## src/rtl/lut_neuron_prog.sv

```systemverilog
// Runtime-programmable LUT neuron: a config stream loads the truth table, then a
// valid/ready lookup path evaluates it with a registered output.
module lut_neuron_prog #(
    parameter int unsigned IN_BITS  = 6,
    parameter int unsigned OUT_BITS = 1,
    parameter int unsigned CFG_W    = 8
) (
    input  logic                clk,
    input  logic                rst,
    input  logic                cfg_valid,
    output logic                cfg_ready,
    input  logic [CFG_W-1:0]    cfg_data,
    input  logic                cfg_last,
    output logic                cfg_err,
    output logic                table_valid,
    input  logic                in_valid,
    output logic                in_ready,
    input  logic [IN_BITS-1:0]  M0,
    output logic                out_valid,
    input  logic                out_ready,
    output logic [OUT_BITS-1:0] M1
);

    localparam int unsigned DEPTH = 1 << IN_BITS;
    localparam int unsigned TBITS = DEPTH * OUT_BITS;
    localparam int unsigned BEATS = TBITS / CFG_W;
    localparam int unsigned CNT_W = (BEATS > 1) ? $clog2(BEATS) : 1;
    localparam logic [CNT_W-1:0] LAST_IDX = CNT_W'(BEATS - 1);

    typedef enum logic [1:0] {StEmpty, StLoad, StArmed} state_e;

    state_e              r_state, w_state_nxt;
    logic [CNT_W-1:0]    r_cnt, w_cnt_nxt;
    logic                r_err, w_err_nxt;
    logic [TBITS-1:0]    r_table;
    logic                r_out_valid;
    logic [OUT_BITS-1:0] r_m1;
    logic                w_cfg_acc;
    logic                w_in_acc;
    logic [CNT_W-1:0]    w_wr_idx;

    assign w_cfg_acc = cfg_valid && cfg_ready;
    assign w_in_acc  = in_valid && in_ready;
    // Any beat accepted outside LOAD (first load or reload) is beat 0.
    assign w_wr_idx  = (r_state == StLoad) ? r_cnt : '0;

    always_ff @(posedge clk) begin
        if (rst) begin
            r_state <= StEmpty;
            r_cnt   <= '0;
            r_err   <= 1'b0;
        end else begin
            r_state <= w_state_nxt;
            r_cnt   <= w_cnt_nxt;
            r_err   <= w_err_nxt;
        end
    end

    always_comb begin
        w_state_nxt = r_state;
        w_cnt_nxt   = r_cnt;
        w_err_nxt   = 1'b0;
        if (w_cfg_acc) begin
            if ((w_wr_idx == LAST_IDX) && cfg_last) begin
                w_state_nxt = StArmed;
                w_cnt_nxt   = '0;
            end else if ((w_wr_idx == LAST_IDX) || cfg_last) begin
                w_state_nxt = StEmpty;
                w_cnt_nxt   = '0;
                w_err_nxt   = 1'b1;
            end else begin
                w_state_nxt = StLoad;
                w_cnt_nxt   = w_wr_idx + 1'b1;
            end
        end
    end

    always_comb begin
        cfg_ready   = 1'b1;
        in_ready    = 1'b0;
        table_valid = 1'b0;
        unique case (r_state)
            StEmpty, StLoad: begin
                cfg_ready = 1'b1;
            end
            StArmed: begin
                // Config has priority; a held result blocks a reload until it drains.
                cfg_ready   = !r_out_valid;
                in_ready    = !cfg_valid && (!r_out_valid || out_ready);
                table_valid = 1'b1;
            end
            default: begin
                cfg_ready = 1'b1;
            end
        endcase
    end

    always_ff @(posedge clk) begin
        if (w_cfg_acc) begin
            r_table[w_wr_idx*CFG_W +: CFG_W] <= cfg_data;
        end
    end

    always_ff @(posedge clk) begin
        if (rst) begin
            r_out_valid <= 1'b0;
            r_m1        <= '0;
        end else if (w_in_acc) begin
            r_out_valid <= 1'b1;
            r_m1        <= r_table[M0*OUT_BITS +: OUT_BITS];
        end else if (out_ready) begin
            r_out_valid <= 1'b0;
        end
    end

    assign cfg_err   = r_err;
    assign out_valid = r_out_valid;
    assign M1        = r_m1;

endmodule

```

## config.mk

```make
export PLATFORM = sky130hd
export DESIGN_NAME = lut_neuron_prog
export DESIGN_NICKNAME = d
export VERILOG_FILES = /design/src/rtl/lut_neuron_prog.sv
export SDC_FILE = /design/constraint.sdc
export NUM_CORES = 1
export LEC_CHECK = 0
export BUFFER_PORTS_ARGS = -buffer_cell sky130_fd_sc_hd__buf_2
export CORE_MARGIN = 5
export CORE_UTILIZATION = 55
export DETAILED_ROUTE_END_ITERATION = 8
export PLACE_DENSITY = 0.77
export REMOVE_ABC_BUFFERS = 1
export SLEW_MARGIN = 20
export SYNTH_ARGS = -nofsm -noshare
export SYNTH_HDL_FRONTEND = slang
export SYNTH_SLANG_ARGS = --single-unit
```

## constraint.sdc

```tcl
create_clock -name clk -period 2.8 [get_ports clk]
set_input_delay 0.42 -clock clk [delete_from_list [all_inputs] [get_ports clk]]
set_output_delay 0.42 -clock clk [all_outputs]
set_load 0.03 [all_outputs]
```

==> flow_summary.toml <==
[status]
status = "finished clean"

[detailed_routing]
via_per_inst = 5.66
drt_iter0_drc = 216
wirelength_mm = 7.02
drt-pass1-iter-count = 4
post-route-drc-count = 0
vias = 2152
routedWlPerCell_um = 18.5
ant_nets = 0

[finish]
final_cells = 380
final_core_util = 0.619
fin_area_um2 = 3870
syn2layout_area_growth_pct = 11.6
drive_gt1_frac = 0.201
fin_nets = 323
num_antenna_cells = 0

[yosys]
async_reset_ff_frac = 0
synthTopCellsByArea = "edfxtp_1, and2_1, dfxtp_1"
yosysTopAreaCell = "edfxtp_1"
syn_inst = 260
syn_area_um2 = 3460
synth.most_common_cell = "edfxtp_1"
yosysTopAreaCellShare = 0.555
synthTopCellsByCount = "edfxtp_1, and2_1, nor2_1, nand2_1, and3_1"
ys.flop_type = "edfxtp_1"
synth-seq-cells = 72
yosysUniqueCellTypes = 39
synth_edf_count = 64
yosysSeqAreaShare = 0.601
syn_area_per_cell_um2 = 13.3
synth_warnings = 0

[setup_path]
cp-start-kind = "register"
end_kind = "register"
regToRegStartpoint = "r_state[0]"
cp_slowest_stage_delay_ns = 0.57
cp_max_fo = 8
arrival_ns = 2.76
slowest_stage = "or4_1"
reg2reg_setup_slack_ns = 0.25
critPathRequiredTime_ns = 3.01
worstPathCellList = "nor2b_1 > nand2_1 > ha_1 > ha_1 > or4_1 > nor2_1 > and2_1"
cp_common_cell = "ha_1"
reg2reg_to = "r_table[39]"
path_class = "reg -> reg"
rr_worst_depth = 7

[timing]
relSlewSlack = 0.552
min_period_ns = 2.55
skew_ns = 0.00882
finalCritPeriodShare = 0.910
fmax_mhz = 393
hold-worst-slack_ns = 0.340
fin_ws_ns = 0.253
rsz0062_at_grt = "false"
setup_tns_ns = 0
hold_viol_final = 0
tightest_slew_ns = 0.669
slew_viol_final = 0
setup_viol = 0

[floorplanning]
dieWidth_um = 89.4
start_util = 0.555
ios = 26
core_um2 = 6240
die_y_um = 89.4
dieArea_um2 = 7980
num_rows = 29

[grt]
globalRoute.busiestLayer = "met2"
grt_max_degree = 17
overflow = 0
gr-usage-met2 = 0.307
grt_antenna_before_repair = 0
use_met1 = 0.245
grt_pass1_vias = 2141
grt_util_all_layers = 0.194
grt_pass1_wl_mm = 10.9
met3_usage = 0.0525

[power_and_ir_drop]
p_total_mw = 1.99
power.leakage_nw = 1.43
ir_drop_v = 0.000282
powerDensity_nw_per_um2 = 515

[hold_path]
hold_depth = 2
min_to = "r_state[1]"
worstHoldPathType = "in -> reg"
hp-start = "cfg_valid"

[clocking]
clk_pin_slew_ns = 0.07
h-tree-depth = 3
root_buffer = "clkbuf_8"
clock_latency_ns = 0.34
clk_path_buf_depth = 2
clkSinkCount = 72
numCtsBuffers = 9
post_cts_buffers = 0
cts_tree = "built"

[placement]
port_buffers = 25
place_area_um2 = 3700
pre_cts_ws_ns = 0.291
dpl.hpwl_mm = 4.86
dp_cells = 364
gp_congestion = 0.857

[run]
maxCapViolations = 0
worst max path at each step:
stage | cells past startpoint | start | endpoint
2_1_floorplan | 7 | r_state[0] | r_table[0]
3_3_place_gp | 7 | r_state[0] | r_table[32]
3_5_place_dp | 7 | r_state[0] | r_table[2]
4_1_cts | 7 | r_state[0] | r_table[6]
5_1_grt | 7 | r_state[0] | r_table[32]
6_report | 7 | r_state[0] | r_table[39]
logic make-up after synthesis:
| family | count (synthesis) | synth area share |
|---|---|---|
| and+or+nand+nor | 130 | 0.210 |
| DFF | 72 | 0.601 |
| muxes | 21 | 0.112 |
| AOI/OAI and AO/OA | 18 | 0.0347 |
| buffers and inverters | 13 | 0.0220 |
| adders and majority gates | 5 | 0.0181 |
| xor gates and xnor gates | 1 | 0.00253 |
per-layer routing:
layer	up-vias	share of wire	routed length, µm
li1	1033	-	-
met1	1045	0.40	2820
met2	58	0.49	3460
met3	16	0.074	519
met4	0	0.030	207
met5	-	0	0
critical path, delay by kind of cell (launching register included):
kind | cells | cell delay, ns
AND/OR/NAND/NOR | 5 | 1.63
flip-flops | 1 | 0.37
adder cells (fa/ha/maj) | 2 | 0.42
layout make-up:
class | count | area [µm²]
Fill cell | 501 | 2370
Sequential cell | 72 | 2080
Multi-Input combinational cell | 175 | 1310
Timing Repair Buffer | 35 | 200
Clock buffer | 9 | 124
Tap cell | 77 | 96.3
Clock inverter | 7 | 38.8
Inverter | 5 | 18.8
placed cells by master (no fill, tap or decap), types with 3 or more instances in the layout:
cell type / count
edfxtp_1: 64
mux2i_1: 5
mux4_1: 6
nor2b_1: 4
clkinv_2: 4
dfxtp_1: 8
a21oi_1: 5
mux2_2: 4
nand2b_1: 5
ha_1: 5
nor2_1: 19
nor3_1: 5
buf_2: 25
clkbuf_8: 9
and3_1: 9
nand3b_1: 3
mux4_2: 6
buf_4: 10
nand3_1: 6
nand2_1: 16
and2_1: 56
inv_1: 5
registers in the layout, summed over array words and instances, names as in the netlist:
signal and count:
M1 1, cfg_err 1, r_table 64, out_valid 1, r_state 2, r_cnt 3
report_power, final:
group,total (mW),internal (mW),switching (mW)
Sequential,1.18,1.17,0.00552
Clock,0.689,0.311,0.378
Combinational,0.126,0.0503,0.0760
repair_timing:
action                                  4_1_cts  5_1_grt
gates resized for setup                       0        1
hold buffers                                  0        0
endpoints found under the setup margin        0        8
Note: power is estimated with default switching activity, not from simulation.
